==> src/rtl/riscv_run_ctrl.sv <==
// riscv_run_ctrl
// Run/step/breakpoint controller for the RISC-V core. Produces the core
// clock-enable and taps the fetch and writeback ports for board display.
//
// Ports:
//   clk, rst_n            clock, asynchronous active-low reset
//   run_i/step_i/halt_i   single-cycle command pulses (halt > step > run)
//   step_n_i              step length, sampled on an accepted step_i
//   bp_en_i, bp_addr_i    fetch-address breakpoint
//   pc_i, rom_ce_i        core fetch address / fetch enable
//   wb_we_i/wd_i/wdata_i  core writeback port
//   core_en_o             core clock-enable
//   state_o, bp_hit_o     controller state (IDLE/RUN/STEP/BREAK), break flag
//   cycle_cnt_o, wb_cnt_o enabled-cycle and captured-writeback counters
//   last_waddr_o/wdata_o  last captured (non-x0) writeback
module riscv_run_ctrl #(
  parameter int unsigned STEP_W = 8
) (
  input  logic              clk,
  input  logic              rst_n,
  input  logic              run_i,
  input  logic              step_i,
  input  logic              halt_i,
  input  logic [STEP_W-1:0] step_n_i,
  input  logic              bp_en_i,
  input  logic [31:0]       bp_addr_i,
  input  logic [31:0]       pc_i,
  input  logic              rom_ce_i,
  input  logic              wb_we_i,
  input  logic [4:0]        wb_wd_i,
  input  logic [31:0]       wb_wdata_i,
  output logic              core_en_o,
  output logic [1:0]        state_o,
  output logic              bp_hit_o,
  output logic [31:0]       cycle_cnt_o,
  output logic [31:0]       wb_cnt_o,
  output logic [4:0]        last_waddr_o,
  output logic [31:0]       last_wdata_o
);

  typedef enum logic [1:0] {
    IDLE  = 2'b00,
    RUN   = 2'b01,
    STEP  = 2'b10,
    BREAK = 2'b11
  } state_t;

  state_t            state, state_nx;
  logic [STEP_W-1:0] step_cnt, step_cnt_nx;
  logic              skip, skip_nx;
  logic              bp_match;
  logic              step_ok;

  // skip suppresses the match for the first enabled cycle after leaving
  // BREAK, so the core executes the breakpoint instruction on resume.
  assign bp_match  = bp_en_i & rom_ce_i & (pc_i == bp_addr_i) & ~skip;
  assign core_en_o = ((state == RUN) || (state == STEP)) & ~bp_match;
  assign state_o   = state;
  assign bp_hit_o  = (state == BREAK);
  assign step_ok   = step_i & (step_n_i != '0);

  always_comb begin
    state_nx    = state;
    step_cnt_nx = step_cnt;
    skip_nx     = skip;
    if (core_en_o) skip_nx = 1'b0;
    case (state)
      IDLE: begin
        if (!halt_i) begin
          if (step_ok) begin
            state_nx    = STEP;
            step_cnt_nx = step_n_i;
          end else if (run_i) begin
            state_nx = RUN;
          end
        end
      end
      RUN: begin
        if (halt_i)        state_nx = IDLE;
        else if (bp_match) state_nx = BREAK;
      end
      STEP: begin
        if (halt_i) begin
          state_nx = IDLE;
        end else if (bp_match) begin
          state_nx = BREAK;
        end else begin
          // Not matching in STEP means this cycle is enabled.
          step_cnt_nx = step_cnt - STEP_W'(1);
          if (step_cnt == STEP_W'(1)) state_nx = IDLE;
        end
      end
      default: begin // BREAK
        if (halt_i) begin
          state_nx = IDLE;
        end else if (step_ok) begin
          state_nx    = STEP;
          step_cnt_nx = step_n_i;
          skip_nx     = 1'b1;
        end else if (run_i) begin
          state_nx = RUN;
          skip_nx  = 1'b1;
        end
      end
    endcase
    // Remaining step count is meaningless outside STEP; IDLE also drops skip.
    if (state_nx == IDLE) begin
      skip_nx     = 1'b0;
      step_cnt_nx = '0;
    end
    if (state_nx == BREAK) step_cnt_nx = '0;
  end

  always_ff @(posedge clk or negedge rst_n) begin
    if (!rst_n) begin
      state        <= IDLE;
      step_cnt     <= '0;
      skip         <= 1'b0;
      cycle_cnt_o  <= '0;
      wb_cnt_o     <= '0;
      last_waddr_o <= '0;
      last_wdata_o <= '0;
    end else begin
      state    <= state_nx;
      step_cnt <= step_cnt_nx;
      skip     <= skip_nx;
      if (core_en_o) cycle_cnt_o <= cycle_cnt_o + 32'd1;
      if (wb_we_i && core_en_o && (wb_wd_i != '0)) begin
        last_waddr_o <= wb_wd_i;
        last_wdata_o <= wb_wdata_i;
        wb_cnt_o     <= wb_cnt_o + 32'd1;
      end
    end
  end

endmodule

==> config.mk <==
export PLATFORM = sky130hd
export DESIGN_NAME = riscv_run_ctrl
export DESIGN_NICKNAME = d
export VERILOG_FILES = /design/src/rtl/riscv_run_ctrl.sv
export SDC_FILE = /design/constraint.sdc
export NUM_CORES = 1
export LEC_CHECK = 0
export CORE_UTILIZATION = 44
export CTS_CLUSTER_DIAMETER = 120
export DETAILED_ROUTE_END_ITERATION = 7
export GPL_ROUTABILITY_DRIVEN = 0
export PLACE_DENSITY = 0.83
export SETUP_SLACK_MARGIN = 0.15
export SLEW_MARGIN = 20
export SYNTH_ARGS = -nofsm -noshare
export SYNTH_HDL_FRONTEND = slang
export SYNTH_SLANG_ARGS = --single-unit
==> constraint.sdc <==
create_clock -name clk -period 3.9 [get_ports clk]
set_input_delay 0.78 -clock clk [delete_from_list [all_inputs] [get_ports clk]]
set_output_delay 0.78 -clock clk [all_outputs]
set_load 0.1 [all_outputs]
=== Word-level counts from Yosys, hierarchy flattened ===
Cells that the tools add are included.

* Register bits after elaboration: 112
* Input bits: 117
* Output and inout port bits: 105
* Logic and storage cells: 59

* $add $sub $neg: 3
* Equality and inequality tests: 9
* Mux-type cells: 23
* Bitwise gates (word level): 7
* Reductions and logical operators: 10

{| class="wikitable"
|+ Operator list
! cell !! number
|-
| $add A32 B1 Y32 const B || 2
|-
| $mux W8 || 6
|-
| $eq A32 B32 Y1 || 1
|-
| $mux W2 || 9
|-
| $pmux W8 S2 || 1
|-
| $eq A8 B1 Y1 const B || 1
|-
| $reduce_bool A8 Y1 || 1
|-
| $sub A8 B1 Y8 const B || 1
|-
| $eq A2 B2 Y1 const B || 3
|-
| $mux W1 || 6
|-
| $ne A3 B1 Y1 const B || 2
|-
| $pmux W2 S3 || 1
|-
| $and A1 B1 Y1 || 5
|-
| $reduce_bool A5 Y1 || 1
|-
| $logic_not A2 Y1 || 2
|-
| $ne A4 B2 Y1 const B || 1
|-
| $reduce_and A4 Y1 || 1
|-
| $reduce_bool A4 Y1 || 1
|-
| $reduce_or A3 Y1 || 1
|-
| $eq A2 B1 Y1 const B || 1
|-
| $logic_and A1 B1 Y1 || 2
|-
| $not A1 Y1 || 2
|-
| $logic_or A1 B1 Y1 || 1
|}

=== Longest topological paths before layout ===
* Depth after elaboration: 11
* Gate-level depth with buffers: 17
* Depth with buffers taken out: 14

=== Worst setup path after synthesis ===
Ideal clock, no wire load.

* Path kind: reg-to-reg
* From: register state[1] (netlist: state_o[1])
* To: register step_cnt[2]
* Setup time: 0.140 ns
* Data arrival time: 3.864 ns
* Required time: 3.760 ns
* Setup slack: -0.104 ns
* Cell stages (with the launch flop): 10
* Buffers on the path: 1
* Period minus slack after synthesis: 4.004 ns
* Cells stage by stage: dfrtp_1 -> ha_1 -> o21bai_1 -> o32a_1 -> ha_1 -> nand2_1 -> nor4_2 -> or2_0 -> clkbuf_1 -> o311ai_1

* Cells in the longest elaborated chain, start to end: 7
* Elaborated cells on any way between the ends: 23
* Classes of those cells: 6 x eq/ne; 13 x mux; 4 x reduce/logical

{| class="wikitable"
|+ RTL lines
! element !! line !! text
|-
| start: declaration || 48 || <nowiki>state_t state, state_nx;</nowiki>
|-
| start signal: assignment || 124 || <nowiki>state <= state_nx;</nowiki>
|-
| $mux W2 (on tied branches) || 73, 100, 90 ||
|-
| $mux W2 (on tied branches) || 96, 85 ||
|-
| $mux W2 (on tied branches) || 94, 69, 83 ||
|-
| $pmux W2 S3 || 67 || <nowiki>case (state)</nowiki>
|-
| $eq A2 B2 Y1 or $logic_not A2 Y1 (tied branches) || 111, 107 ||
|-
| $ne A4 B2 Y1 (no source line), or another cell as far along || -- ||
|-
| $reduce_and A4 Y1 (no source line) or $mux W8 (tied branches) || -- ||
|-
| end signal: assignment || 125 || <nowiki>step_cnt <= step_cnt_nx;</nowiki>
|-
| end: declaration || 49 || <nowiki>logic [STEP_W-1:0] step_cnt, step_cnt_nx;</nowiki>
|}

Parallel ways exist; a longest one is shown, timed or not.
A chain may end at the register's enable or synchronous reset.

=== Final worst setup path ===
* From: input port bp_addr_i[12]
* To: register step_cnt[2]

* Cells in the longest elaborated chain, start to end: 9
* Elaborated cells on any way between the ends: 17
* Classes of those cells: 5 x eq/ne; 7 x mux; 2 x bitwise; 3 x reduce/logical

{| class="wikitable"
|+ RTL lines
! element !! line !! text
|-
| start: declaration || 26 || <nowiki>input logic [31:0] bp_addr_i,</nowiki>
|-
| $eq A32 B32 Y1 * || 56 || <nowiki>assign bp_match = bp_en_i & rom_ce_i & (pc_i == bp_addr_i) & ~skip;</nowiki>
|-
| $and A1 B1 Y1 * (2 in series) || 56 ||
|-
| $mux W2 (on tied branches) || 85, 80 ||
|-
| $mux W2 (on tied branches) || 83, 79 ||
|-
| $pmux W2 S3 || 67 ||
|-
| $eq A2 B2 Y1 or $logic_not A2 Y1 (tied branches) || 111, 107 ||
|-
| $ne A4 B2 Y1 (no source line), or another cell as far along || -- ||
|-
| $reduce_and A4 Y1 (no source line) or $mux W8 (tied branches) || -- ||
|}

Mark *: on every way between the ends. The rest lies on a longest branch, timed or not.

==> summary.md <==
### Status
- outcome: complete, no violations

### Setup path
- combined buffer and inverter count along the critical path: 3
- data arrival time of the critical path: 3890 ps
- worst path cell trace: clkdlybuf4s50_1 -> xor2_1 -> nor4_2 -> nand2_1 -> or3_1 -> o31a_1 -> o22a_1 -> ha_1 -> inv_1 -> o32ai_2 -> or2_0 -> buf_4 -> o311ai_1
- Worst setup SP type: primary input
- CP delay by family, top: simple AND/OR/NAND/NOR gates
- critical path required time: 4150 ps
- cells on worst reg2reg path: 14
- flop2flop setup slack: 550 ps
- launching point of the worst reg2reg path: state_o[0]
- kind of end point of the critical path: flop
- terminus of the critical flop-to-flop path: step_cnt[2]
- maximum single-stage delay on the critical path: 440 ps
- highest net fanout along the worst path: 7
- cell with the largest stage delay on the worst path: clkdlybuf4s50_1
- critical path type: primary input to flop

### STA
- pins over their slew limit: 0
- fmax: 0.274 GHz
- share of the cycle needed by the critical path after routing: 0.935
- slew at the pin closest to its max-slew limit: 1080 ps
- Final Critical Period: 3650 ps
- Hold Fails Final Rpt: 0
- Worst Hold Margin: 453 ps
- RSZ-0062 raised after global routing: false
- setup slack of the critical path after layout: 252 ps
- endpoints failing setup: 0
- Slew HR: 0.278
- aggregate negative setup slack: 0 ps
- setup skew after layout: 11.3 ps

### Placement
- DP HPWL: 11.9 mm
- post-place setup slack: -156 ps
- count of input and output buffers: 221

### Synthesis
- Synthesis Warnings: 0
- register bit total from synthesis: 112
- Primary FF master, synth: dfrtp_1
- number of enable-type register cells in the synthesized netlist: 0
- share of async-settable or async-resettable flops after synthesis: 1.00
- average cell area after synthesis: 11.0 sq um
- total nets after synthesis: 647
- number of distinct library cell variants in the gate-level netlist after synthesis: 45
- cell count after synthesis: 520
- fraction of the yosys area taken by sequential cells: 0.491
- synthesized area: 5710 sq um

### Pwr
- Overall Power: 7.09 mW
- leakage power: 3.71 nW
- IR drop worst, VDD: 0.000988 V
- pwr/cell area: 824 nW/um^2

### Global route
- antenna violations before repair: 1
- vias in the first global route: 5044
- Tot GR Track Use: 0.243
- final global-route overflow total: 0
- maximum number of pins on one net before global-route repair: 83
- global-route wire length before repair: 25.0 mm

### CTS
- Clock Root Buffer: clkbuf_16
- Max Root-Sink Buffers: 2
- clock tree from TritonCTS: yes
- maximum level of the CTS H-tree: 3
- total clock buffers created by CTS: 9
- sinks on the clock net: 112
- Clk pin slew, worst setup/hold paths: 70 ps
- total of hold buffers inserted after clock tree synthesis: 0
- clock latency on the worst-skew pair: 360 ps

### Detailed routing
- Routed Wire Length: 16.0 mm
- final routed DRC violation total: 0
- vias per std cell: 5.35
- average wire per standard cell: 17.2 um
- count of routing violations after the opening detailed-route iteration: 288
- total iterations of the first detailed-routing run: 5
- via total after detailed routing: 4989
- antenna-violating nets left: 0

### Floorplan
- io pins: 222
- Die Y: 116 um
- initial core utilization: 0.452
- overall die area: 13400 sq um
- die width: 116 um
- total number of placement rows: 41
- core box area: 12600 sq um

### Hold path
- classification of the worst-slack hold path: primary input to async pin

### Finish
- area added between synthesis and finish: 50.8%
- count of nets after finishing: 881
- final design utilization: 0.682
- Filler cells: 941
- combined area of the multi-input logic cells: 2810 sq um
- total area of sequential cells: 2800 sq um
- share of final-layout standard cells stronger than drive strength 1: 0.121

### Job
- Max-Cap Viols: 0

synthesized netlist by cell type, drive strengths merged, types with 3 or more instances:
library cell / count / area, sq um
a21oi: 7 / 35.0
and3: 11 / 68.8
buf: 5 / 35.0
nand2: 36 / 135
xor2: 69 / 604
nand2b: 3 / 18.8
dfrtp: 112 / 2800
inv: 15 / 56.3
o211ai: 3 / 22.5
ha: 10 / 125
nor2: 15 / 56.3
nor4: 38 / 244
mux2: 37 / 492
xnor2: 25 / 219
and4: 5 / 43.8
nand3: 31 / 155
nand4: 17 / 106
o21ai: 10 / 50.0
or3: 3 / 18.8
clkbuf: 15 / 56.3
o31ai: 9 / 81.3
nor3: 22 / 110
or2: 3 / 18.8
o31a: 3 / 26.3
routing by layer:
| layer | part of all wire | vias to the layer above | wire length, um | global-route usage |
|---|---|---|---|---|
| met5 | 0 | - | 0 | 0 |
| met4 | 0.032 | 0 | 518 | 0.120 |
| met3 | 0.056 | 34 | 898 | 0.0460 |
| met2 | 0.52 | 207 | 8310 | 0.428 |
| met1 | 0.39 | 2410 | 6260 | 0.283 |
| li1 | - | 2338 | - | - |
worst reg2reg max path: stages, from the launching register on:
cell	delay, ps
dfrtp_1	470
inv_1	120
ha_1	490
inv_1	200
a31oi_1	200
o31a_1	160
nand2_1	60
o31a_1	130
o22a_1	210
ha_1	300
inv_1	110
o32ai_2	110
or2_0	240
buf_4	160
o311ai_1	280
per-stage QoR:
step | std cells | area (sq um)
5_1_grt | 932 | 8610
6_report | 932 | 8610
2_1_floorplan | 520 | 5710
3_5_place_dp | 913 | 8210
4_1_cts | 929 | 8540
3_3_place_gp | 913 | 8210
logic make-up after synthesis:
group | count (synthesis) | share of synthesized area
XOR/XNOR | 94 | 0.144
AND/OR/NAND/NOR | 190 | 0.178
adder cells (fa/ha/maj) | 10 | 0.0219
buffers and inverters | 35 | 0.0259
multiplexers | 37 | 0.0861
flip-flops | 112 | 0.491
AO/OA/AOI/OAI | 42 | 0.0524
state kept, by name (all words and copies together), names as in the netlist:
name / flops
cycle_cnt_o: 32
last_wdata_o: 32
wb_cnt_o: 32
step_cnt: 8
last_waddr_o: 5
state_o: 2
skip: 1
power breakdown:
group / switching [mW] / internal [mW] / leakage, nW
combinational: 3.07 / 1.28 / 2.12
clock: 0.431 / 0.584 / 0.157
sequential: 0.263 / 1.47 / 1.44
area by class of cell:
| cell class | count | share of cell area |
|---|---|---|
| Inverter | 15 | 0.00654 |
| Clock inverter | 6 | 0.0106 |
| Timing Repair Buffer | 243 | 0.277 |
| Multi-Input combinational cell | 373 | 0.327 |
| Clock buffer | 10 | 0.0278 |
| Sequential cell | 112 | 0.326 |
| Antenna cell | 1 | 0.000291 |
| Tap cell | 172 | 0.0250 |
how the worst max path moves through the flow:
| stage | startpoint | endpoint | slack (ps) | depth (start not counted) |
|---|---|---|---|---|
| detailed placement | bp_addr_i[12] | step_cnt[7] | -160 | 14 |
| global route | bp_addr_i[4] | step_cnt[3] | 100 | 14 |
| floorplan | state_o[1] | step_cnt[2] | 220 | 9 |
| global placement | bp_addr_i[12] | step_cnt[3] | -60 | 14 |
| CTS | bp_addr_i[12] | step_cnt[7] | 220 | 14 |
| finish | bp_addr_i[12] | step_cnt[2] | 250 | 13 |
layout by cell type (no fill, tap or decap), types with 20 or more instances in the layout:
cell type and n:
nor3_1 22, nor4_1 33, xor2_1 69, nand3_1 31, xnor2_1 25, dfrtp_1 112
nand2_1 36, mux2_4 20, clkdlybuf4s50_1 218, buf_4 23
repair_timing:
item / 4_1_cts / 5_1_grt
buffers inserted: 0 / 2
hold endpoints to repair: 0 / 0
gates resized for setup: 0 / 8
endpoints found under the setup margin: 0 / 8
Note: power is estimated with default switching activity, not from simulation.
==> variant 1, RTL diff (config.mk and constraints unchanged) <==
Set the parameter `STEP_W` to 12 (it was 8).
--- a/src/rtl/riscv_run_ctrl.sv
+++ b/src/rtl/riscv_run_ctrl.sv
@@ -15,5 +15,5 @@
 //   last_waddr_o/wdata_o  last captured (non-x0) writeback
 module riscv_run_ctrl #(
-  parameter int unsigned STEP_W = 8
+  parameter int unsigned STEP_W = 12
 ) (
   input  logic              clk,
Ports: changed (resized step_n_i); port bits go from 222 to 226. No check against the original RTL was run, so the function may have changed too.
==> variant 1 against the unedited design <==
- power increased by 14%
- critical path depth decreased by 5
- routed wire length increased by 15%
- sequential power increased by 7%
- cell count increased by 9.1%
- synthesized cell count increased by 13%
- final area increased by 8.9%
- global-route usage increased by 2.0 points
- sequential cell count increased by 4
- count of clock-buffer cells in the layout increased by 15
- worst setup slack got worse by 0.050 ns
- area after synthesis increased by 8.2%
- critical endpoint is now core_en_o
- highest routed layer unchanged
==> variant 1: results (changes against the unedited design) <==
Final layout
  – Antenna cells: 0 (-1)
  – Clock-cell share of area: 6.34% (+2.5 points)
  – Buffer share of cell area: 25.9% (-1.8 points)
  – Multi-input gate count: 432 (+16%)
  – Multi-input logic area: 3160 um^2 (+12%)

CTS
  – Htree depth: 4 (+1)
  – Skew-Pair Late Insertion Delay: 0.41 ns (+0.05 ns)

Drt
  – DR WL met2: 9570 um (+15%)
  – Vias: 5643 (+13%)
  – Met1 Wirelength: 7300 um (+17%)
  – Met3 routed WL: 1160 um (+30%)

Timing
  – Setup Skew: 0.0127 ns (+0.00143 ns)

Floorplanning
  – TAP cells: 176 (+2.3%)

Run status
  – Outcome: completed

Global route
  – GRT Util Overall: 26.3% (+2.0 points)
  – Global-route wire length before repair: 29700 um (+18%)
  – Met3 usage: 5.99% (+1.4 points)

Worst setup path
  – CP Max Fanout: 2 (-5)
  – Reg2reg end: step_cnt[7]

Place
  – Area after DPL: 8710 um^2 (+6.2%)
  – Post-DP HPWL: 13200 um (+11%)

Pwr
  – Power Combinational: 4.69 mW (+7.8%)
  – Leak: 3.81 nW (+2.6%)
  – Psw: 4.21 mW (+12%)
  – Peak supply drop: 0.000723 V (-27%)

Synth
  – Synth cell count leaders: dfrtp_1 (116), xor2_1 (64), nor3_1 (43)
  – Syn_nets: 719 (+11%)
  – Dominant cells by area after synthesis: dfrtp_1 (47%), xor2_1 (9.1%), mux2_4 (4.9%)
-- variant 1: cell types whose count changed in the layout (fill, tap and decap cells not counted), moves of 6 or more --
cell / change
and3_1: -6
and2_1: +6
clkbuf_16: +8
nand4_1: +9
mux2_2: -17
nor2_1: +13
nor4_1: -14
nor3_1: +20
clkbuf_8: +6
mux2_1: +17
-- variant 1: stage by stage --
| stage | instances | power [mW] | utilization (%) |
|---|---|---|---|
| floorplan | 588 | 5.24 | - |
| global placement | 983 | 6.37 | 64.6 |
| detailed placement | 984 | 6.49 | 64.8 |
| CTS | 1016 | 8.07 | 69.3 |
| global route | 1017 | 8.38 | 69.6 |
| finish | 1017 | 8.07 | 69.6 |
-- variant 1: kinds of logic (layout without fill, tap and decap cells) --
logic type	Yosys count	after routing	share of synthesized area (%)
xor+xnor	96	96	13.6
flops	116	116	47.0
mux	39	39	8.28
buf+inv	40	293	2.88
compound gates	54	54	5.99
simple gates	233	233	20.2
fa+ha+maj	10	10	2.03
==> variant 2, RTL diff (same settings) <==
Made on the original files. Register the input `bp_addr_i` before use, without a reset. The logic sees it one clock later. The other inputs are not delayed to match.
--- a/src/rtl/riscv_run_ctrl.sv
+++ b/src/rtl/riscv_run_ctrl.sv
@@ -46,4 +46,10 @@
   } state_t;
 
+  logic [31:0] bp_addr_q;
+
+  always_ff @(posedge clk) begin
+    bp_addr_q <= bp_addr_i;
+  end
+
   state_t            state, state_nx;
   logic [STEP_W-1:0] step_cnt, step_cnt_nx;
@@ -54,5 +60,5 @@
   // skip suppresses the match for the first enabled cycle after leaving
   // BREAK, so the core executes the breakpoint instruction on resume.
-  assign bp_match  = bp_en_i & rom_ce_i & (pc_i == bp_addr_i) & ~skip;
+  assign bp_match  = bp_en_i & rom_ce_i & (pc_i == bp_addr_q) & ~skip;
   assign core_en_o = ((state == RUN) || (state == STEP)) & ~bp_match;
   assign state_o   = state;
Check against the original RTL: not equivalent (Yosys sat finds a counterexample within 4 cycles, from zero or initial values and one cycle with rst_n low).
==> variant 2 against the unedited design <==
- worst hold slack gained 0.016 ns
- clock skew down 0.0020 ns
- clock power up 53%
- routed wire length increased by 3.7%
- sequential cell count grew 32
- worst setup slack improved by 0.097 ns
- synthesized cell count rose by 8.8%
- power increased by 19%
- area after synthesis increased by 16%
- final area rose by 12%
==> variant 2: results (changes against the unedited design) <==
Place
  – # port buffers: 221 (unchanged)
  – Post-DP HPWL: 12100 um (+1.5%)
  – Pre-CTS setup slack: -0.177 ns (-0.0212 ns)
  – Placed Cells: 962 (+5.4%)

Synth
  – Synth cell count leaders: dfrtp_1 (112), xor2_1 (52), xnor2_1 (42)
  – Syn_nets: 693 (+7.1%)
  – Dominant synthesized flop cell: dfrtp_1
  – FFs w/ async S/R, synth: 77.8% (-22 points)
  – Sequential area share after synthesis: 52.0% (+2.9 points)
  – Dominant cells by area after synthesis: dfrtp_1 (42%), dfxtp_1 (9.7%), xor2_1 (6.9%)
  – Ys Warns: 0 (unchanged)
  – Yosys cell types: 57 (+27%)
  – Syn_area_per_cell: 11.7 um^2 (+6.7%)

Final layout
  – Antenna cells: 0 (-1)
  – Layout cell share with drive strength beyond 1: 13.6% (+1.5 points)
  – Final Non-Filler Cells: 994 (+6.7%)
  – Nets@finish: 924 (+4.9%)

Drt
  – Detail Route Antenna Nets: 0 (unchanged)
  – Drt initial violations: 382 (+33%)
  – First-pass DRT Iterations: 5 (unchanged)
  – Vias: 5378 (+7.8%)
  – Total wire length: 16600 um (+3.7%)

Hold path
  – HP Start: wb_cnt_o[31]
  – Min-delay worst type: reg2reg
  – Hold depth: 1

Global route
  – Initial antenna violation count: 0 (-1)
  – GRT Util Overall: 22.0% (-2.3 points)
  – Global-route wire length before repair: 27400 um (+9.4%)
  – Largest net degree at the start of global routing: 74 (-11%)
  – Vias in the first global route: 5634 (+12%)

CTS
  – Clock Path Buffers: 2 (unchanged)
  – Root cell of the clock tree: clkbuf_16
  – Skew-Pair Late Insertion Delay: 0.42 ns (+0.06 ns)
  – Htree depth: 4 (+1)
  – Total CTS buffers: 17 (+8)
  – Reg clk slew, reported paths: 0.06 ns

Worst setup path
  – Max stage delay on crit path: 0.50 ns (+0.06 ns)
  – Critical R2R Launch: state_o[0]
  – Worst path slowest cell: clkdlybuf4s50_1
  – CP Max Fanout: 7 (unchanged)
  – Worst R2R Setup Slack: 0.43 ns (-0.12 ns)
  – CP Launch Type: input pin
  – Reg2reg end: step_cnt[2]
  – CP arrival: 3.86 ns (-0.03 ns)
  – R2R depth: 14 (unchanged)

Pwr
  – Leak: 3.84 nW (+3.5%)
  – Psw: 4.34 mW (+15%)
  – Peak supply drop: 0.000711 V (-28%)

Timing
  – Worst slew pin tran: 1.09 ns (+0.0142 ns)
  – Hold violation total from the final report: 0 (unchanged)
  – Setup Skew: 0.00935 ns (-0.00195 ns)

Run status
  – Outcome: completed
variant 2: cell count changes after synthesis, sizes merged, moves of 3 or more:
cell    unedited run  this run
and4               5         8
buf                5        15
clkbuf            15         6
dfxtp              0        32
inv               15        23
nand2             36        33
nand3             31        24
nor3              22        33
nor4              38        35
xnor2             25        42
xor2              69        52
variant 2: per-stage QoR:
stage | utilization, % | hold slack (ns) | cell area, um^2 | setup TNS (ns)
global placement | 62.0 | 0.456 | 9050 | -0.0437
CTS | 65.9 | 0.477 | 9610 | 0
finish | 66.0 | 0.468 | 9630 | 0
detailed placement | 62.0 | 0.467 | 9050 | -0.854
global route | 66.0 | 0.490 | 9630 | 0
floorplan | - | 0.467 | 6630 | 0
variant 2: worst max path at each step:
stage	to	start	slack (ns)	cells past startpoint
6_report	step_cnt[2]	pc_i[16]	0.35	14
3_3_place_gp	step_cnt[2]	pc_i[16]	-0.04	14
3_5_place_dp	step_cnt[2]	pc_i[16]	-0.18	14
2_1_floorplan	step_cnt[1]	state_o[1]	0.16	10
5_1_grt	step_cnt[2]	pc_i[16]	0.19	14
4_1_cts	step_cnt[2]	pc_i[16]	0.26	14
variant 2: repair_timing:
item,4_1_cts,5_1_grt
endpoints found under the setup margin,0,1
buffers inserted,0,0
resized for setup,0,3
variant 2: layout make-up:
| type | instances | area (um^2) |
|---|---|---|
| Inverter | 23 | 86.3 |
| Fill cell | 1053 | 4960 |
| Clock buffer | 20 | 457 |
| Timing Repair Buffer | 233 | 2310 |
| Tap cell | 184 | 230 |
| Multi-Input combinational cell | 378 | 3000 |
| Sequential cell | 144 | 3440 |
| Clock inverter | 12 | 109 |
variant 2: cell families after synthesis:
group                    share of synthesized area, %
AND/OR/NAND/NOR                                  18.3
flip-flops                                       52.0
XOR/XNOR                                         12.4
buffers and inverters                            3.23
AO/OA/AOI/OAI                                    4.49
multiplexers                                     7.74
adder cells (fa/ha/maj)                          1.89
variant 2: per-layer routing:
metal	vias up	track usage (%)	share of wire, %
met2	271	36.7	49
met4	0	11.1	3.2
met1	2586	25.7	40
li1	2479	-	-
met3	42	6.53	7.8
met5	-	0	0
variant 2: critical path: cells and delay by family:
kind | cells | cell delay (ns)
AO/OA/AOI/OAI | 3 | 0.78
AND/OR/NAND/NOR | 6 | 1.11
adder cells (fa/ha/maj) | 1 | 0.29
XOR/XNOR | 1 | 0.12
buffers and inverters | 3 | 0.77
variant 2: power by group through the flow:
stage                     Combinational (mW)  Clock (mW)  Sequential [mW]
final                                   4.71        1.55             2.16
after global placement                  4.60           0             2.15
after CTS                               4.70        1.58             2.16
after floorplan                         1.37           0             4.32
after global routing                    4.87        1.65             2.21
after detailed placement                4.69           0             2.17
